### src/rtl/fp16_mult_arbiter.sv
`default_nettype none
// +----------------------------------------------------------------------------+
// | Module  : fp16_mult_arbiter                                                |
// | Purpose : Round-robin sharing of one pipelined FP16 multiplier among       |
// |           NUM_REQ requesters, with tag-tracked result return.              |
// | Rev     : 1.0                                                              |
// +----------------------------------------------------------------------------+
module fp16_mult_arbiter #(
  parameter int NUM_REQ      = 4,
  parameter int MULT_LATENCY = 3,
  parameter int DWIDTH       = 16,
  parameter int IDW          = $clog2(NUM_REQ)
) (
  input  logic                      clk,
  input  logic                      rst,
  input  logic                      i_arb_en,
  input  logic [NUM_REQ-1:0]        i_req_valid,
  output logic [NUM_REQ-1:0]        o_req_ready,
  input  logic [NUM_REQ*DWIDTH-1:0] i_req_a,
  input  logic [NUM_REQ*DWIDTH-1:0] i_req_b,
  output logic                      o_mul_en,
  output logic [DWIDTH-1:0]         o_mul_a,
  output logic [DWIDTH-1:0]         o_mul_b,
  input  logic [DWIDTH-1:0]         i_mul_result,
  input  logic [4:0]                i_mul_flags,
  input  logic                      i_mul_valid,
  output logic [NUM_REQ-1:0]        o_rsp_valid,
  output logic [DWIDTH-1:0]         o_rsp_result,
  output logic [4:0]                o_rsp_flags,
  output logic [IDW-1:0]            o_rsp_id,
  output logic [IDW+2:0]            o_inflight,
  output logic                      o_sync_err
);

  logic [IDW-1:0]    r_rr_ptr;
  logic              r_mul_en;
  logic [DWIDTH-1:0] r_mul_a;
  logic [DWIDTH-1:0] r_mul_b;
  logic [MULT_LATENCY:0] r_tag_v;          // bit 0 = issue tag, top bit = tail
  logic [IDW-1:0]    r_tag_id [0:MULT_LATENCY];
  logic [IDW+2:0]    r_inflight;
  logic              r_sync_err;

  logic [NUM_REQ-1:0] w_grant;
  logic [IDW-1:0]     w_gid;
  logic               w_xfer;
  logic [IDW:0]       w_idx;
  logic               w_tail_v;
  logic [IDW-1:0]     w_tail_id;

  // Circular search starting at r_rr_ptr; the first valid requester wins.
  always_comb begin
    w_grant = '0;
    w_gid   = '0;
    w_xfer  = 1'b0;
    w_idx   = '0;
    for (int k = 0; k < NUM_REQ; k++) begin
      w_idx = {1'b0, r_rr_ptr} + (IDW+1)'(k);
      if (w_idx >= (IDW+1)'(NUM_REQ)) w_idx = w_idx - (IDW+1)'(NUM_REQ);
      if (!w_xfer && i_arb_en && !rst && i_req_valid[w_idx[IDW-1:0]]) begin
        w_grant[w_idx[IDW-1:0]] = 1'b1;
        w_gid                   = w_idx[IDW-1:0];
        w_xfer                  = 1'b1;
      end
    end
  end

  assign w_tail_v  = r_tag_v[MULT_LATENCY];
  assign w_tail_id = r_tag_id[MULT_LATENCY];

  always_ff @(posedge clk) begin
    if (rst) begin
      r_rr_ptr <= '0;
      r_mul_en <= 1'b0;
      r_mul_a  <= '0;
      r_mul_b  <= '0;
    end else begin
      r_mul_en <= w_xfer;
      if (w_xfer) begin
        r_mul_a  <= i_req_a[int'(w_gid)*DWIDTH +: DWIDTH];
        r_mul_b  <= i_req_b[int'(w_gid)*DWIDTH +: DWIDTH];
        r_rr_ptr <= (w_gid == IDW'(NUM_REQ-1)) ? '0 : w_gid + 1'b1;
      end
    end
  end

  // The multiplier never stalls, so the tag pipe shifts every cycle.
  always_ff @(posedge clk) begin
    if (rst) begin
      r_tag_v <= '0;
      for (int k = 0; k <= MULT_LATENCY; k++) r_tag_id[k] <= '0;
    end else begin
      r_tag_v     <= {r_tag_v[MULT_LATENCY-1:0], w_xfer};
      r_tag_id[0] <= w_gid;
      for (int k = 1; k <= MULT_LATENCY; k++) r_tag_id[k] <= r_tag_id[k-1];
    end
  end

  always_ff @(posedge clk) begin
    if (rst) begin
      r_inflight <= '0;
      r_sync_err <= 1'b0;
    end else begin
      case ({w_xfer, w_tail_v})
        2'b10:   r_inflight <= r_inflight + 1'b1;
        2'b01:   r_inflight <= r_inflight - 1'b1;
        default: r_inflight <= r_inflight;
      endcase
      if (i_mul_valid != w_tail_v) r_sync_err <= 1'b1;
    end
  end

  always_comb begin
    o_rsp_valid = '0;
    if (w_tail_v) o_rsp_valid[w_tail_id] = 1'b1;
  end

  assign o_req_ready  = w_grant;
  assign o_mul_en     = r_mul_en;
  assign o_mul_a      = r_mul_a;
  assign o_mul_b      = r_mul_b;
  assign o_rsp_result = i_mul_result;
  assign o_rsp_flags  = i_mul_flags;
  assign o_rsp_id     = w_tail_id;
  assign o_inflight   = r_inflight;
  assign o_sync_err   = r_sync_err;

endmodule
`default_nettype wire

### config.mk
export PLATFORM = sky130hd
export DESIGN_NAME = fp16_mult_arbiter
export DESIGN_NICKNAME = d
export VERILOG_FILES = /design/src/rtl/fp16_mult_arbiter.sv
export SDC_FILE = /design/constraint.sdc
export NUM_CORES = 1
export LEC_CHECK = 0
export ABC_AREA = 1
export BUFFER_PORTS_ARGS = -buffer_cell sky130_fd_sc_hd__buf_2
export CELL_PAD_IN_SITES_DETAIL_PLACEMENT = 2
export CELL_PAD_IN_SITES_GLOBAL_PLACEMENT = 2
export CORE_ASPECT_RATIO = 1.75
export CORE_MARGIN = 2
export CORE_UTILIZATION = 20
export DETAILED_ROUTE_END_ITERATION = 8
export PLACE_DENSITY = 0.8
export SETUP_SLACK_MARGIN = 0.15
export SLEW_MARGIN = 20
export SYNTH_ARGS = -nofsm -noshare
export SYNTH_HDL_FRONTEND = slang
export SYNTH_SLANG_ARGS = --single-unit
### constraint.sdc
create_clock -name clk -period 3 [get_ports clk]
set_input_delay 0.15 -clock clk [delete_from_list [all_inputs] [get_ports clk]]
set_output_delay 0.15 -clock clk [all_outputs]
set_load 0.005 [all_outputs]
==> results of run 1 <==
power groups by stage:
stage | Clock [mW] | Combinational [mW] | Sequential [mW]
after floorplan | 0 | 2.17 | 1.11
after global placement | 0 | 3.05 | 1.11
after detailed placement | 0 | 3.14 | 1.13
after CTS | 0.668 | 3.18 | 1.10
after global routing | 0.692 | 3.65 | 1.14
final | 0.623 | 3.19 | 1.10
cell families (layout without fill, tap and decap cells):
logic type	Yosys count	count (layout)	synth area share
buffers and inverters	236	380	0.2506
and+or+nand+nor	377	377	0.4056
xor gates and xnor gates	5	5	0.009954
other	0	2	0
AOI/OAI and AO/OA	60	60	0.07452
adders and majority gates	8	8	0.02275
DFF	52	52	0.2366
worst max path at each step:
| stage | start | end | slack [ns] |
|---|---|---|---|
| 6_report | r_rr_ptr[0] | o_inflight[4] | 0.30 |
| 5_1_grt | r_rr_ptr[0] | o_inflight[4] | 0.11 |
| 3_5_place_dp | r_rr_ptr[0] | o_inflight[4] | -0.06 |
| 2_1_floorplan | r_rr_ptr[0] | o_inflight[4] | 0.15 |
| 4_1_cts | r_rr_ptr[0] | o_inflight[4] | 0.19 |
| 3_3_place_gp | r_rr_ptr[0] | o_inflight[4] | 0.13 |
critical path: stages (launching register included):
cell and delay, ns:
dfxtp_4 0.39, buf_4 0.19, nand2_1 0.11, nand2_1 0.12, o21ai_1 0.11, nor2_2 0.21, inv_1 0.08, nand2_2 0.10
inv_4 0.05, ha_4 0.16, nand2_1 0.06, inv_1 0.05, nor2_2 0.11, ha_2 0.18, a21o_1 0.13, nand3_2 0.10
a21oi_2 0.15, o21ai_2 0.08, o21ai_1 0.13, a21oi_1 0.06
metrics by stage:
step | std cells | utilization | hold slack, ns | power (mW)
after detailed placement | 1159 | 0.2503 | 0.3000 | 4.267
final | 1176 | 0.2629 | 0.1777 | 4.917
after CTS | 1169 | 0.2583 | 0.1783 | 4.950
after global placement | 1159 | 0.2503 | 0.3000 | 4.162
after floorplan | 738 | - | 0.3062 | 3.278
after global routing | 1176 | 0.2629 | 0.1889 | 5.481
Yosys cell counts, drive strengths merged:
library cell	n
a21o	1
a21oi	7
a221o	1
a221oi	1
a22oi	2
buf	60
clkbuf	7
dfxtp	52
ha	8
inv	169
nand2	140
nand3	207
nand4	1
nor2	24
nor3	4
o211ai	1
o21ai	45
o221ai	1
o22ai	1
or2	1
xnor2	1
xor2	4
sequential cells by signal, summed over array words and instances (netlist names):
| register | flops |
|---|---|
| o_mul_a | 16 |
| r_rr_ptr | 2 |
| o_sync_err | 1 |
| o_mul_b | 16 |
| r_tag_v | 4 |
| o_inflight | 5 |
| r_tag_id | 8 |
per-layer routing:
metal  up-vias  track usage  routed length [µm]
li1       2562            -                   -
met1      2542       0.1645                6793
met2       108       0.3210               10760
met3        43      0.01906                 588
met4         2      0.06080                 569
met5         -            0                  12
repair_timing:
item                                    CTS  global route
endpoints found under the setup margin    3             1
setup buffers                             2             5
hold buffers                              0             0
pin swaps                                 1             8
gates resized for setup                   2            15
endpoints found under the hold margin     0             0
cell type report:
cell class / count / share of cell area
clock inverter: 3 / 0.004850
clock buffer: 5 / 0.02205
timing repair buffer: 203 / 0.1962
inverter: 169 / 0.1149
multi-input combinational: 450 / 0.4127
tap: 292 / 0.06437
antenna: 2 / 0.0008818
sequential: 52 / 0.1841
==> impl_results.md, run 1 <==
- Status: finished, final reports clean
- H-tree Lvls: 2
- Pre-CTS setup slack: -0.05934 ns
- Vias in the first global route: 5,696
- Register share of total power: 0.223
- Max rail drop VDD: 296.7 µV
- IO buf count: 184
- Unrepaired setup endpoints after global routing: false
- Post-Layout Inst Area: 0.005675 mm²
- Hold Fails Final Rpt: 0
- R2r worst-path depth: 19
- CTS root buffer: clkbuf_16
- Worst skew pair latency: 0.30 ns
- GPL Wtd Cong: 0.8363
- Slew @ Worst Pin: 0.7069 ns
- Clk buf depth: 2
- R2r startpoint: r_rr_ptr[0]
- Most frequent cells in the layout: nand3_1 (200), buf_2 (184), inv_1 (160)
- Syn avg cell area: 5.961 µm²
- PnR worst setup slack: 0.3016 ns
- Worst slew margin: 0.5287
- Worst-path clk slew: 0.08 ns
- FF/Latch Area: 0.001045 mm²
- Seq/Total Area, Yosys: 0.2366
- Area contributors post-synth: dfxtp_1 (24%), nand3_1 (23%), inv_1 (14%), nand2_1 (11%), buf_4 (5.8%)
- Net Count, Synth: 903
- Cell Pwr Density: 866.4 mW/mm²
- Final ANT Viol Nets: 0
- Commonest non-fill, non-tap cell in the layout: nand3_1
- Largest net degree at the start of global routing: 68
- Hold path depth: 2
- Min cycle time layout: 2.698 ns
- Die area: 0.02324 mm²
- CTS tree: built
- Req. time, crit path: 3.19 ns
- Clock share of power: 0.127
- Post-Route WL: 18.73 mm
- First-pass GRT wire length: 29.64 mm
- WS Path Type: flip-flop to flip-flop
- Gr usage total: 0.1615
- Yosys top cell area share: 0.2366
- Cells after synthesis: 738
- Hold Crit Class: input port to flip-flop
- Hold EP: r_tag_id[3][0]
- Total number of vias: 5,257
- Synthesis warning total: 0
- # DRC: 0
- Syn Std Cell Area: 0.004399 mm²
- Leading area contributor after synthesis: dfxtp_1
- Internal power: 2.401 mW
- FF-to-FF End: o_inflight[4]
- Combinational power share: 0.650
- F_max: 0.3706 GHz
- Hold wc startpoint: rst
- Final setup viols: 0
- Initial core utilization: 0.2038
- Core box area: 0.02159 mm²
- Tcrit/Tclk final: 0.8995
- Crit path arrival time: 2.89 ns
- Switch Pwr: 2.516 mW
- Critical path startpoint category: flip-flop
- FF+latch count, synth: 52
- Area of the multi-input gates: 0.002342 mm²
- DP Area: 0.005404 mm²
- WL/cell: 15.92 µm
- Area Overhead vs Synth: 29.01%
- Setup TNS: 0 ns
- Fin. max-slew vios: 0
- Clk sink count: 52
- Worst reg2reg setup slack: 0.30 ns
- Dpl hpwl: 13.87 mm
- Initial antenna violation count: 3
- Drt pass-1 iters: 4
- Leak pwr: 3.475 nW
- Total of max-cap violations: 0
- DRT iter0 DRCs: 176
- Share of layout cells above drive strength 1: 0.2880
- Die Y-Extent: 200.2 µm
- Sw frac: 0.5117
- Largest fanout on the critical path: 11
- GRT overflow: 0
- Crit path capture type: flip-flop
- Nets: 1,046
- Via density: 4.470
- # rows: 71
- CTS buffer count: 5
- Fill count: 2,705
- I/O pins: 227
- Layout Skew: 0.005198 ns
- Distinct cells, synth: 35
- Die X: 116.1 µm
Power figures use the tool's default switching activity.
==> run 2, diff against run 1 <==
==> constraint.sdc (replaced) <==
create_clock -name clk -period 3 [get_ports clk]
set_input_delay 0.6 -clock clk [delete_from_list [all_inputs] [get_ports clk]]
set_output_delay 0.6 -clock clk [all_outputs]
set_load 0.005 [all_outputs]
==> impl_results.md, run 2 (same netlist as run 1, synthesis figures left out) <==
- Core box area: 0.02159 mm²
- Crit path max-delay family: simple AND/OR/NAND/NOR gates
- First-pass GRT wire length: 29.36 mm
- Slew @ Worst Pin: 0.6885 ns
- CP peak stage delay: 0.34 ns
- GPL Wtd Cong: 0.8237
- I/O pins: 227
- Gr usage total: 0.1591
- WL/cell: 15.65 µm
- H-tree Lvls: 2
- F_max: 0.3697 GHz
- Die Y-Extent: 200.2 µm
- Crit path capture type: output pin
- Area Overhead vs Synth: 28.50%
- Hold EP: r_tag_id[2][1]
- IO buf count: 184
- Req. time, crit path: 2.40 ns
- Worst reg2reg setup slack: 0.36 ns
- Largest fanout on the critical path: 5
- Dpl cells: 1,166
- Critical path's slowest cell: dfxtp_1
- Cell Pwr Density: 860.7 mW/mm²
- Hold Fails Final Rpt: 0
- Worst-path clk slew: 0.08 ns
- Final Power: 4.865 mW
- Setup TNS: 0 ns
- DRT iter0 DRCs: 167
- Post-route insts no fill: 1,180
- Pre-CTS setup slack: 0.1162 ns
- Initial core utilization: 0.2038
- CTS root buffer: clkbuf_16
- FF-to-FF End: o_inflight[4]
- Largest net degree at the start of global routing: 68
- Min cycle time layout: 2.705 ns
- R2r startpoint: r_rr_ptr[1]
- Layout Skew: 0.009391 ns
- Clk sink count: 52
- Status: finished, final reports clean
- Post-Route WL: 18.47 mm
- WHS: 0.4098 ns
- Tcrit/Tclk final: 0.9016
- Final ANT Viol Nets: 0
- Max rail drop VDD: 276.7 µV
- Util after Layout: 0.2619
- Crit path arrival time: 2.10 ns
- PnR worst setup slack: 0.2952 ns
- Total of max-cap violations: 0
- WS Path Type: flip-flop to output pin
- # rows: 71
- Worst skew pair latency: 0.30 ns
- Nets: 1,051
- Unrepaired setup endpoints after global routing: true
- Final setup viols: 0
- GRT overflow: 0
- Clk buf depth: 2
- Initial antenna violation count: 2
- Crit path cell chain: inv_1, ha_4, inv_2, nand3_1, nand2_2, nand2_2, inv_2, nand2_4, nand3_4, inv_2, a221o_1, buf_2
- Fin. max-slew vios: 0
- Number of stages on the worst setup path: 12
- CTS buffer count: 5
- Post-Layout Inst Area: 0.005653 mm²
- Die area: 0.02324 mm²
- DP Area: 0.005444 mm²
- CTS tree: built
- # DRC: 0
- Via density: 4.439
- Drt pass-1 iters: 4
- R2r worst-path depth: 21
- Total number of vias: 5,238
- Share of layout cells above drive strength 1: 0.2886
- Worst slew margin: 0.5410
- Leak pwr: 3.470 nW
- WP buf/inv: 5
- Hold wc startpoint: r_tag_id[1][1]
- Most used cell, CP: inv_2
- Hold path depth: 2
- Vias in the first global route: 5,708
- Hold Crit Class: flip-flop to flip-flop
- Die X: 116.1 µm
- Commonest non-fill, non-tap cell in the layout: nand3_1
- Most frequent cells in the layout: nand3_1 (202), buf_2 (184), inv_1 (160)
- Critical path startpoint category: flip-flop
- Dpl hpwl: 13.96 mm
[run 2: cell count changes in the layout (fill, tap and decap cells not counted), sizes merged]
cell      change
buf           +5
clkinv        -1
clkinvlp      +1
diode         -1
[run 2: tightest hold or removal path: stages (launching register included)]
cell     delay, ns
dfxtp_1       0.31
inv_1         0.04
nor2_1        0.03
[run 2: timing repair]
action | CTS | global route
resized for setup | 0 | 4
hold buffers | 0 | 0
setup endpoints to repair | 0 | 2
setup buffers | 0 | 5
[run 2: per-layer routing]
metal	vias up	track usage	part of all wire
li1	2573	-	-
met1	2514	0.1687	0.37
met2	109	0.3114	0.56
met3	40	0.01967	0.031
met4	2	0.05357	0.031
met5	-	0	0.00060
[run 2: worst max path at each step]
stage,start,to,slack [ns]
final,r_rr_ptr[1],o_req_ready[3],0.30
after global routing,r_rr_ptr[1],o_inflight[4],0.11
after CTS,r_rr_ptr[1],o_inflight[4],0.19
after detailed placement,i_req_valid[1],o_inflight[4],0.12
after global placement,i_req_valid[1],o_inflight[4],0.24
after floorplan,r_rr_ptr[0],o_inflight[4],0.15
[run 2: layout make-up]
class	instances	area (µm²)
sequential	52	1042
antenna	1	2.502
inverter	169	641.9
multi-input combinational	450	2311
timing repair buffer	208	1139
tap	292	365.4
fill	2759	15930
clock inverter	3	26.28
clock buffer	5	125.1
[run 2: report_power, final]
| part | internal (mW) | switching (mW) | total [mW] |
|---|---|---|---|
| clock network | 0.317 | 0.305 | 0.622 |
| registers | 0.948 | 0.148 | 1.10 |
| logic | 1.13 | 2.01 | 3.15 |
| total | 2.40 | 2.47 | 4.87 |
